## config.mk

```make
export PLATFORM = sky130hd
export DESIGN_NAME = seq_alu
export DESIGN_NICKNAME = d
export VERILOG_FILES = /design/src/rtl/seq_alu.sv
export SDC_FILE = /design/constraint.sdc
export NUM_CORES = 1
export LEC_CHECK = 0
export BUFFER_PORTS_ARGS = -buffer_cell sky130_fd_sc_hd__buf_2
export CAP_MARGIN = 20
export CORE_ASPECT_RATIO = 1.2
export CORE_MARGIN = 5
export CORE_UTILIZATION = 65
export DETAILED_ROUTE_END_ITERATION = 10
export PLACE_DENSITY = 0.95
export SLEW_MARGIN = 20
export SYNTH_ARGS = -nofsm -noshare
export SYNTH_HDL_FRONTEND = slang
export SYNTH_SLANG_ARGS = --single-unit
```

## constraint.sdc

```tcl
create_clock -name clk -period 7 [get_ports clk]
set_clock_uncertainty 0.2 [all_clocks]
set_input_delay 0.7 -clock clk [delete_from_list [all_inputs] [get_ports clk]]
set_output_delay 0.7 -clock clk [all_outputs]
set_load 0.1 [all_outputs]
```

## src/rtl/seq_alu.sv

```systemverilog
// rtl/seq_alu.sv - sequential ALU: single-cycle logic/arith, shift-add multiply, restoring divide.
// The divider and its DIV state exist only when SEQ_ALU_DIV_EN is defined.
module seq_alu #(
    parameter int WIDTH = 8
) (
    input  logic                 clk,
    input  logic                 rst_n,
    input  logic                 start,
    input  logic [3:0]           opcode,
    input  logic [WIDTH-1:0]     x,
    input  logic [WIDTH-1:0]     y,
    output logic                 ready,
    output logic                 done,
    output logic [WIDTH-1:0]     o,
    output logic [2*WIDTH-1:0]   product,
    output logic [WIDTH-1:0]     remainder,
    output logic                 err
);

    localparam int CW = $clog2(WIDTH);
    localparam logic [CW-1:0]    LAST  = CW'(WIDTH - 1);
    localparam logic [WIDTH-1:0] W_L   = WIDTH[WIDTH-1:0];
    localparam logic [3:0]       OP_MUL = 4'hA;
    localparam logic [3:0]       OP_DIV = 4'hB;

    typedef enum logic [1:0] {
        IDLE = 2'd0,
        MUL  = 2'd1,
        DONE = 2'd2
`ifdef SEQ_ALU_DIV_EN
        , DIV = 2'd3
`endif
    } state_t;

    state_t state, state_n;

    logic [CW-1:0]        cnt;
    logic [2*WIDTH-1:0]   acc, mcand, acc_nxt;
    logic [WIDTH-1:0]     mplier;
    logic [WIDTH-1:0]     alu_res;
    logic                 alu_err;
    logic                 div_go;
    logic                 last;

    assign last  = (cnt == LAST);
    assign ready = (state == IDLE);
    assign done  = (state == DONE);

    assign acc_nxt = mplier[0] ? (acc + mcand) : acc;

`ifdef SEQ_ALU_DIV_EN
    logic [WIDTH-1:0] part, quot, dvsr, part_nxt, quot_nxt;
    logic [WIDTH:0]   sh, diff;

    // Partial remainder always stays below the divisor, so the restored value fits WIDTH bits.
    assign sh       = {part, quot[WIDTH-1]};
    assign diff     = sh - {1'b0, dvsr};
    assign part_nxt = diff[WIDTH] ? sh[WIDTH-1:0] : diff[WIDTH-1:0];
    assign quot_nxt = {quot[WIDTH-2:0], ~diff[WIDTH]};
    assign div_go   = (opcode == OP_DIV) && (y != '0);
`else
    assign div_go   = 1'b0;
`endif

    always_comb begin
        alu_res = '0;
        alu_err = 1'b0;
        case (opcode)
            4'h0: alu_res = ~x;
            4'h1: alu_res = x & y;
            4'h2: alu_res = ~(x & y);
            4'h3: alu_res = x | y;
            4'h4: alu_res = ~(x | y);
            4'h5: alu_res = x ^ y;
            4'h6: alu_res = ~(x ^ y);
            4'h7: alu_res = x << (y % W_L);
            4'h8: alu_res = x + y;
            4'h9: alu_res = x - y;
`ifdef SEQ_ALU_DIV_EN
            // Only reached with y == 0; nonzero divisors go to the DIV state.
            4'hB: begin
                alu_res = '1;
                alu_err = 1'b1;
            end
`endif
            default: begin
                alu_res = '0;
                alu_err = 1'b1;
            end
        endcase
    end

    always_ff @(posedge clk or negedge rst_n) begin
        if (!rst_n) begin
            state <= IDLE;
        end else begin
            state <= state_n;
        end
    end

    always_comb begin
        state_n = state;
        case (state)
            IDLE: begin
                if (start) begin
                    if (opcode == OP_MUL) begin
                        state_n = MUL;
                    end else if (div_go) begin
`ifdef SEQ_ALU_DIV_EN
                        state_n = DIV;
`endif
                    end else begin
                        state_n = DONE;
                    end
                end
            end
            MUL: begin
                if (last) begin
                    state_n = DONE;
                end
            end
`ifdef SEQ_ALU_DIV_EN
            DIV: begin
                if (last) begin
                    state_n = DONE;
                end
            end
`endif
            DONE:    state_n = IDLE;
            default: state_n = IDLE;
        endcase
    end

    always_ff @(posedge clk or negedge rst_n) begin
        if (!rst_n) begin
            o         <= '0;
            product   <= '0;
            remainder <= '0;
            err       <= 1'b0;
            cnt       <= '0;
            acc       <= '0;
            mcand     <= '0;
            mplier    <= '0;
`ifdef SEQ_ALU_DIV_EN
            part      <= '0;
            quot      <= '0;
            dvsr      <= '0;
`endif
        end else begin
            case (state)
                IDLE: begin
                    if (start) begin
                        cnt    <= '0;
                        acc    <= '0;
                        mcand  <= {{WIDTH{1'b0}}, x};
                        mplier <= y;
`ifdef SEQ_ALU_DIV_EN
                        part   <= '0;
                        quot   <= x;
                        dvsr   <= y;
                        if (opcode == OP_DIV && !div_go) begin
                            remainder <= x;
                        end
`endif
                        // Single-cycle, illegal and divide-by-zero results land here.
                        if (opcode != OP_MUL && !div_go) begin
                            o   <= alu_res;
                            err <= alu_err;
                        end
                    end
                end
                MUL: begin
                    acc    <= acc_nxt;
                    mcand  <= mcand << 1;
                    mplier <= mplier >> 1;
                    cnt    <= cnt + 1'b1;
                    if (last) begin
                        product <= acc_nxt;
                        err     <= 1'b0;
                    end
                end
`ifdef SEQ_ALU_DIV_EN
                DIV: begin
                    part <= part_nxt;
                    quot <= quot_nxt;
                    cnt  <= cnt + 1'b1;
                    if (last) begin
                        o         <= quot_nxt;
                        remainder <= part_nxt;
                        err       <= 1'b0;
                    end
                end
`endif
                default: ;
            endcase
        end
    end

endmodule

```

==> summary.txt, run 1 <==
Worst hold path
  • Hold Crit Class: reg2reg

Yosys
  • Synth warn: 8
  • Register area share after synthesis: between 30% and 40%
  • Flops & latches, synth: 70
  • Async SR Flop Fraction: between 90% and 100%
  • Mean Syn Cell Area: between 8 and 9 um^2
  • Mapped cell area: 5325 um^2
  • Syn Inst Count: around 610
  • Unique cell type count in the Yosys netlist: between 70 and 80
  • Dominant synthesized flop cell: dfrtp_1
  • EDFF count, synth: 0

Power and ir drop
  • Net Sw Frac: ~40%
  • Sequential power share: between 40% and 50%
  • Pwr dens: 208.4 nW/um^2
  • Clock power frac: between 20% and 30%
  • Gate power share: 33.8%
  • Int Pwr: between 0.0007 and 0.0008 W
  • Worst IR Drop VDD: between 150 and 200 uV
  • Sw power: ~0.00048 W
  • Cell leakage power: about 2.7 nW

Layout
  • Layout Cells excl Fill: approximately 730
  • Area occupied by multi-input gates: 3247 um^2
  • Antenna cells: 0
  • Nets@finish: 701
  • Layout fillers: between 600 and 700
  • Total area of sequential cells: between 1500 and 2000 um^2
  • Share of cells above drive strength 1: 14.71%
  • P&R area growth vs syn: 6.673%

Route
  • Met3 routed WL: between 700 and 800 um
  • Router iterations before antenna repair: 8
  • WL per Instance: about 18 um
  • Final WL: roughly 14000 um
  • DR top layer: met4
  • Met2 WL: about 7000 um
  • M1 wire length: approximately 5300 um
  • Remaining DRCs: 0
  • Via-to-Cell Ratio: 6.451
  • Via count: 4735
  • Iter 0 DRT Violations: approximately 330
  • Antenna viol nets, final: 0

Floorplan
  • Full die area: between 10000 and 15000 um^2
  • DIE HEIGHT: between 100 and 150 um
  • # rows: 36
  • Die width: 92.63 um
  • Core Box Area: between 8000 and 9000 um^2
  • I/O pin count: 58
  • Starting Density: approximately 66%

STA
  • Worst slew margin: approximately a third
  • Worst slew pin tran: 0.9657 ns
  • Setup TNS Final: 0 ns
  • Fmax: between 200 and 250 MHz
  • Max Slew Vio Count: 0
  • Final worst-path cycle share: 57.25%
  • Final Setup Violations: 0
  • Final hold viol count: 0
  • RSZ-0062 raised after global routing: no
  • Time the worst path needs with I/O delays and setup: approximately 4.0 ns

Job
  • Max-cap viol count: 0

Place
  • Routability cong.: 0.9564
  • Port bufs: 49
  • DP HPWL: roughly 10000 um
  • Placed Cells: a little over 700

Clocking
  • Clk sinks: 70
  • Number of buffers created by CTS: 9
  • Post-CTS Setup Inserts: 0
  • H-tree depth: 3
  • # hold bufs at CTS: 0
  • CTS tree: yes
  • Clock-pin slew of the registers on the worst-case setup and hold paths: approximately 0.07 ns
  • Worst-Skew Late Latency: approximately 0.36 ns
  • CTS Buffer Depth: 2
  • PostCTS Resize Cnt: 0
  • CTS root buffer: clkbuf_8

Setup path
  • Critical Path Source Type: input pin
  • Worst setup EP type: flop
  • Critical Path Fanout Max: 32
  • CP required: 7.03 ns
  • Worst Path Arrival: just over 4 ns
  • Crit path kind: in2reg

GRT
  • Largest net degree at the start of global routing: 71
  • Initial antenna violation count: 0
  • First-pass GRT wire length: roughly 22000 um
  • Congestion Overflow GR: 0
  • Gr usage total: between 20% and 30%
  • Number of global-route vias before repair: roughly 4600

Run status
  • Outcome: finished clean
state kept, by name, summed over array words and instances (netlist names):
register and count:
product 16, cnt 3, err 1, o 8, mcand 16, mplier 8
acc 16, state 2
layout make-up:
| cell class | count | share of cell area [%] |
|---|---|---|
| Clock buffer | 13 | 2.974 |
| Timing Repair Buffer | 52 | 4.714 |
| Tap cell | 95 | 2.093 |
| Multi-Input combinational cell | 472 | 57.16 |
| Sequential cell | 70 | 30.84 |
| Clock inverter | 3 | 0.3084 |
| Inverter | 29 | 1.916 |
worst paths after layout:
kind                                                end  slack, ns  cells after the start              startpoint
worst min register to register   product[6]$_DFFE_PN0P_       0.27                      2  product[6]$_DFFE_PN0P_
worst max-delay path                   o[7]$_DFFE_PN0P_       2.99                     13               opcode[0]
min in group asynchronous        product[3]$_DFFE_PN0P_       0.34                      2                   rst_n
worst max register to register  product[13]$_DFFE_PN0P_       3.87                      4    state[1]$_DFFE_PN0P_
worst min-delay path             product[6]$_DFFE_PN0P_       0.27                      2  product[6]$_DFFE_PN0P_
max in group asynchronous              o[6]$_DFFE_PN0P_       5.70                      2                   rst_n
cells by family (layout without fill, tap and decap cells):
family | count (synthesis) | in the layout | share of synthesized area, %
multiplexers | 25 | 25 | 5.052
XOR/XNOR | 24 | 24 | 4.089
AO/OA/AOI/OAI | 193 | 193 | 23.28
flip-flops | 70 | 70 | 32.89
other | 1 | 8 | 0.07042
adder cells (fa/ha/maj) | 44 | 44 | 10.62
AND/OR/NAND/NOR | 178 | 178 | 17.29
buffers and inverters | 74 | 97 | 6.696
per-layer routing:
metal	vias up	global-route usage (%)
li1	2235	-
met1	2270	32.52
met2	182	50.44
met3	48	4.486
met4	0	14.87
met5	-	0
critical path: stages:
cell and delay (ns):
buf_2 0.42, nor2b_2 0.30, nor2b_1 0.44, mux2_2 0.42
inv_1 0.06, ha_1 0.21, nor2b_1 0.14, o21ai_2 0.13
a31oi_1 0.13, o41ai_1 0.37, xnor2_1 0.13, a2111oi_0 0.48
nor3_1 0.09
cell usage in the layout (no fill, tap or decap), types with 4 or more instances in the layout:
cell and n:
xnor2_1 15, nand4_1 4, a2111oi_0 4, xor2_1 8, o21ai_0 48, a21oi_1 54, conb_1 8, a22o_1 21
a211oi_1 6, nor2_1 39, a31oi_1 9, inv_1 27, nand3_1 7, nor2b_1 13, or3_1 4, o22ai_1 4
a21o_1 4, nor3_1 9, clkbuf_8 12, buf_2 49, nor3b_1 17, mux2i_1 19, dfrtp_1 70, mux2_2 5
nand2_1 57, ha_1 42, o21ai_1 7
power groups by stage:
stage,logic (W),clock network [W],registers [W]
after detailed placement,0.000393,0,0.000483
after global placement,0.000383,0,0.000481
after floorplan,0.000236,0,0.000560
final,0.000400,0.000308,0.000476
after CTS,0.000397,0.000309,0.000475
after global routing,0.000432,0.000329,0.000482
cells in the mapped netlist (3+ instances only):
cell type / count / area [um^2]
dfrtp_1: 70 / 1752
nand2_1: 57 / 214.0
a21oi_1: 54 / 270.3
o21ai_0: 48 / 240.2
ha_1: 42 / 525.5
nor2_1: 39 / 146.4
inv_1: 27 / 101.4
a22o_1: 21 / 183.9
mux2i_1: 19 / 190.2
clkbuf_1: 17 / 63.81
nor3b_1: 17 / 127.6
xnor2_1: 15 / 131.4
nor2b_1: 13 / 81.33
buf_4: 11 / 82.58
buf_2: 10 / 50.05
a31oi_1: 9 / 56.30
nor3_1: 9 / 45.04
xor2_1: 8 / 70.07
nand3_1: 7 / 35.03
o21ai_1: 7 / 35.03
a211oi_1: 6 / 45.04
mux2_2: 5 / 56.30
a2111oi_0: 4 / 35.03
a21o_1: 4 / 30.03
buf_1: 4 / 15.01
nand4_1: 4 / 25.02
o22ai_1: 4 / 25.02
or3_1: 4 / 25.02
a211o_1: 3 / 26.28
nand2b_1: 3 / 18.77
nor4_1: 3 / 18.77
o211a_1: 3 / 30.03
o211ai_1: 3 / 22.52
o21ai_2: 3 / 26.28
o21bai_1: 3 / 22.52
per-stage QoR:
stage / utilization, % / power [W] / instance area (um^2) / hold slack, ns / setup slack, ns
6_report: 70.45 / 0.001184 / 5680 / 0.2741 / 2.993
5_1_grt: 70.45 / 0.001242 / 5680 / 0.2930 / 2.672
4_1_cts: 70.45 / 0.001181 / 5680 / 0.2802 / 3.088
3_5_place_dp: 68.14 / 0.0008757 / 5494 / 0.2647 / 2.725
3_3_place_gp: 68.14 / 0.0008634 / 5494 / 0.2582 / 2.899
2_1_floorplan: - / 0.0007960 / 5351 / 0.2044 / 3.620
(Power assumes the default switching activity.)
==> inputs of run 2 (changes only) <==
ABC_AREA = 1   (was unset)
CORE_UTILIZATION = 54   (was 65)
PLACE_DENSITY = 0.87   (was 0.95)
clock period = 3.3 ns   (was 7 ns; I/O delays follow)
==> run 2 against run 1 <==
  * Synthesized cell count is 28% higher
  * Power increased to 2.5 times the previous value
  * Sequential power rose by 120%
  * Die area is 19% higher
  * Routed wire length rose by 9.9%
  * Largest cell class unchanged
  * Highest routed layer unchanged
==> summary.txt, run 2 <==
Run status
  • Outcome: finished clean

Route
  • Via-to-Cell Ratio: around 5.5
  • Final WL: ~15000 um
  • Router iterations before antenna repair: 5
  • WL per Instance: 15.59 um
  • Remaining DRCs: 0
  • Antenna viol nets, final: 0
  • Iter 0 DRT Violations: 397
  • Via count: approximately 5300

Layout
  • P&R area growth vs syn: 12.22%
  • Most frequent cells in the layout: nand2_1 (247), inv_1 (110), dfrtp_1 (70), nand3_1 (50), buf_2 (49)
  • Final Util: between 60% and 70%
  • Cell area after layout: around 6000 um^2
  • Antenna cells: 0
  • Top Registers: acc: 16 flops, mcand: 16 flops, product: 16 flops
  • Commonest non-fill, non-tap cell in the layout: nand2_1
  • Share of cells above drive strength 1: between 10% and 20%
  • Nets@finish: between 800 and 900

STA
  • Max Slew Vio Count: 0
  • Worst slew pin tran: approximately 1.1 ns
  • Final worst-path cycle share: approximately 78%
  • Setup TNS Final: 0 ns
  • Fmax: 390.7 MHz
  • Worst slew margin: between 20 and 30%
  • Final Worst Setup Slack: 0.7405 ns
  • Final hold viol count: 0
  • WHS: between 0.1 and 0.15 ns
  • RSZ-0062 raised after global routing: no
  • Final Setup Violations: 0
  • Time the worst path needs with I/O delays and setup: 2.559 ns

Power and ir drop
  • Cell leakage power: 3.322 nW
  • Worst IR Drop VDD: around 300 uV
  • Pwr dens: ~500 nW/um^2

Floorplan
  • Core Box Area: between 9000 and 10000 um^2
  • Die width: 101.1 um
  • I/O pin count: 58
  • # rows: 40
  • DIE HEIGHT: 119.3 um
  • Starting Density: roughly 55%
  • Full die area: ~12000 um^2

Place
  • DP HPWL: around 11000 um
  • Port bufs: between 40 and 50
  • Routability cong.: ~0.95
  • Placed Area: ~5700 um^2
  • Post-Place Setup Slack: 0.4157 ns

Setup path
  • Worst Path Arrival: ~2.6 ns
  • Worst path max stage delay: 0.32 ns
  • Crit path kind: in2reg
  • Critical path cell sequence: buf_2 > inv_1 > ha_1 > inv_1 > nor3_1 > inv_1 > o31ai_1 > xor2_1 > inv_1 > ha_1 > a21o_1 > nor2_1 > nand2_1 > inv_1 > nand2_1 > nand3_1 > nand2_1 > nand2_1 > nand2_1
  • Critical Path Fanout Max: 17
  • Critical path's slowest cell: ha_1
  • Critical Path Source Type: input pin
  • CP required: approximately 3.3 ns
  • Worst setup EP type: flop

Clocking
  • H-tree depth: 3
  • CTS Buffer Depth: 2
  • Clock-pin slew of the registers on the worst-case setup and hold paths: roughly 0.060 ns
  • Post-CTS Setup Inserts: 0
  • CTS tree: yes
  • # hold bufs at CTS: 1
  • Worst-Skew Late Latency: roughly 0.33 ns
  • PostCTS Resize Cnt: 0
  • CTS root buffer: clkbuf_16
  • Clk sinks: 70
  • Number of buffers created by CTS: 9

Yosys
  • Most frequent cell after synthesis: nand2_1
  • Mapped cell area: approximately 5400 um^2
  • Unique cell type count in the Yosys netlist: 39
  • Dominant synthesized flop cell: dfrtp_1
  • EDFF count, synth: 0
  • Syn Inst Count: 777
  • Async SR Flop Fraction: between 90% and 100%
  • Synth warn: 8
  • Register area share after synthesis: between 30 and 40%
  • Commonest cells in the netlist: nand2_1 (247), inv_1 (110), dfrtp_1 (70), nand3_1 (50), o21ai_0 (44)
  • Main area contributors after synthesis: dfrtp_1 (33%), nand2_1 (17%), ha_1 (9.8%)
  • Synth top area share: around a third
  • Flops & latches, synth: 70
  • Mean Syn Cell Area: just under 7 um^2
  • Post-synth top area cell: dfrtp_1

GRT
  • Initial antenna violation count: 0
  • Number of global-route vias before repair: around 5300
  • First-pass GRT wire length: around 25000 um
  • Congestion Overflow GR: 0
  • Gr usage total: between 20% and 30%
  • Largest net degree at the start of global routing: 35

Worst hold path
  • Hold Crit Class: in2reg

Job
  • Max-cap viol count: 0
-- run 2: changes by cell type after synthesis, sizes merged, moves of 13 or more --
cell / before / now
mux2i: 19 / 0
a21oi: 55 / 21
a22o: 21 / 3
buf: 27 / 14
o22ai: 4 / 21
nand2: 57 / 252
nand3: 8 / 51
nor3b: 17 / 1
inv: 29 / 120
nor2b: 14 / 0
-- run 2: logic make-up after synthesis --
group | share of synthesized area (%)
other cells | 0.06975
fa+ha+maj | 10.52
xor+xnor | 1.792
flops | 32.58
simple gates | 30.39
compound gates | 13.89
buf+inv | 10.75
-- run 2: worst paths after layout --
kind / slack [ns] / to / depth (start not counted) / from
max: 0.74 / o[7]$_DFFE_PN0P_ / 19 / y[1]
max in group asynchronous: 1.87 / mplier[7]$_DFFE_PN0P_ / 3 / rst_n
max reg2reg: 0.97 / product[6]$_DFFE_PN0P_ / 10 / acc[0]$_DFFE_PN0P_
min reg2reg: 0.27 / product[11]$_DFFE_PN0P_ / 2 / product[11]$_DFFE_PN0P_
min in group asynchronous: 0.30 / product[12]$_DFFE_PN0P_ / 2 / rst_n
min: 0.13 / mplier[7]$_DFFE_PN0P_ / 3 / y[7]
-- run 2: critical path: cells and delay by family --
family / cells / cell delay [ns]
AOI/OAI and AO/OA: 2 / 0.44
xor gates and xnor gates: 1 / 0.17
adders and majority gates: 2 / 0.49
buffers and inverters: 6 / 0.61
and+or+nand+nor: 8 / 0.57
-- run 2: layer usage --
metal	global-route usage, %	routed length [um]	vias to the layer above
met2	44.76	7571	203
met4	12.30	627	0
met3	3.515	868	49
met1	31.11	5857	2436
li1	-	-	2604
met5	0	0	-
-- run 2: area by class of cell --
| class | count | area [um^2] |
|---|---|---|
| fillers | 910 | 3826 |
| flip-flops and latches | 70 | 1752 |
| inverters | 120 | 450.4 |
| clock buffers | 10 | 239.0 |
| repair buffers | 55 | 292.8 |
| clock inverters | 6 | 68.82 |
| multi-input cells | 570 | 3073 |
| well taps | 126 | 157.7 |
-- run 2: power breakdown --
| part | switching (W) | total (W) | internal (W) | leakage, nW |
|---|---|---|---|---|
| registers | 0.0000914 | 0.00104 | 0.000950 | 0.889 |
| logic | 0.000689 | 0.000940 | 0.000251 | 2.28 |
| clock network | 0.000395 | 0.00101 | 0.000611 | 0.149 |
-- run 2: stage by stage --
step,power (W),std cells
floorplan,0.001759,784
global route,0.003135,957
global placement,0.001966,940
CTS,0.002992,957
detailed placement,0.001981,940
finish,0.002988,957
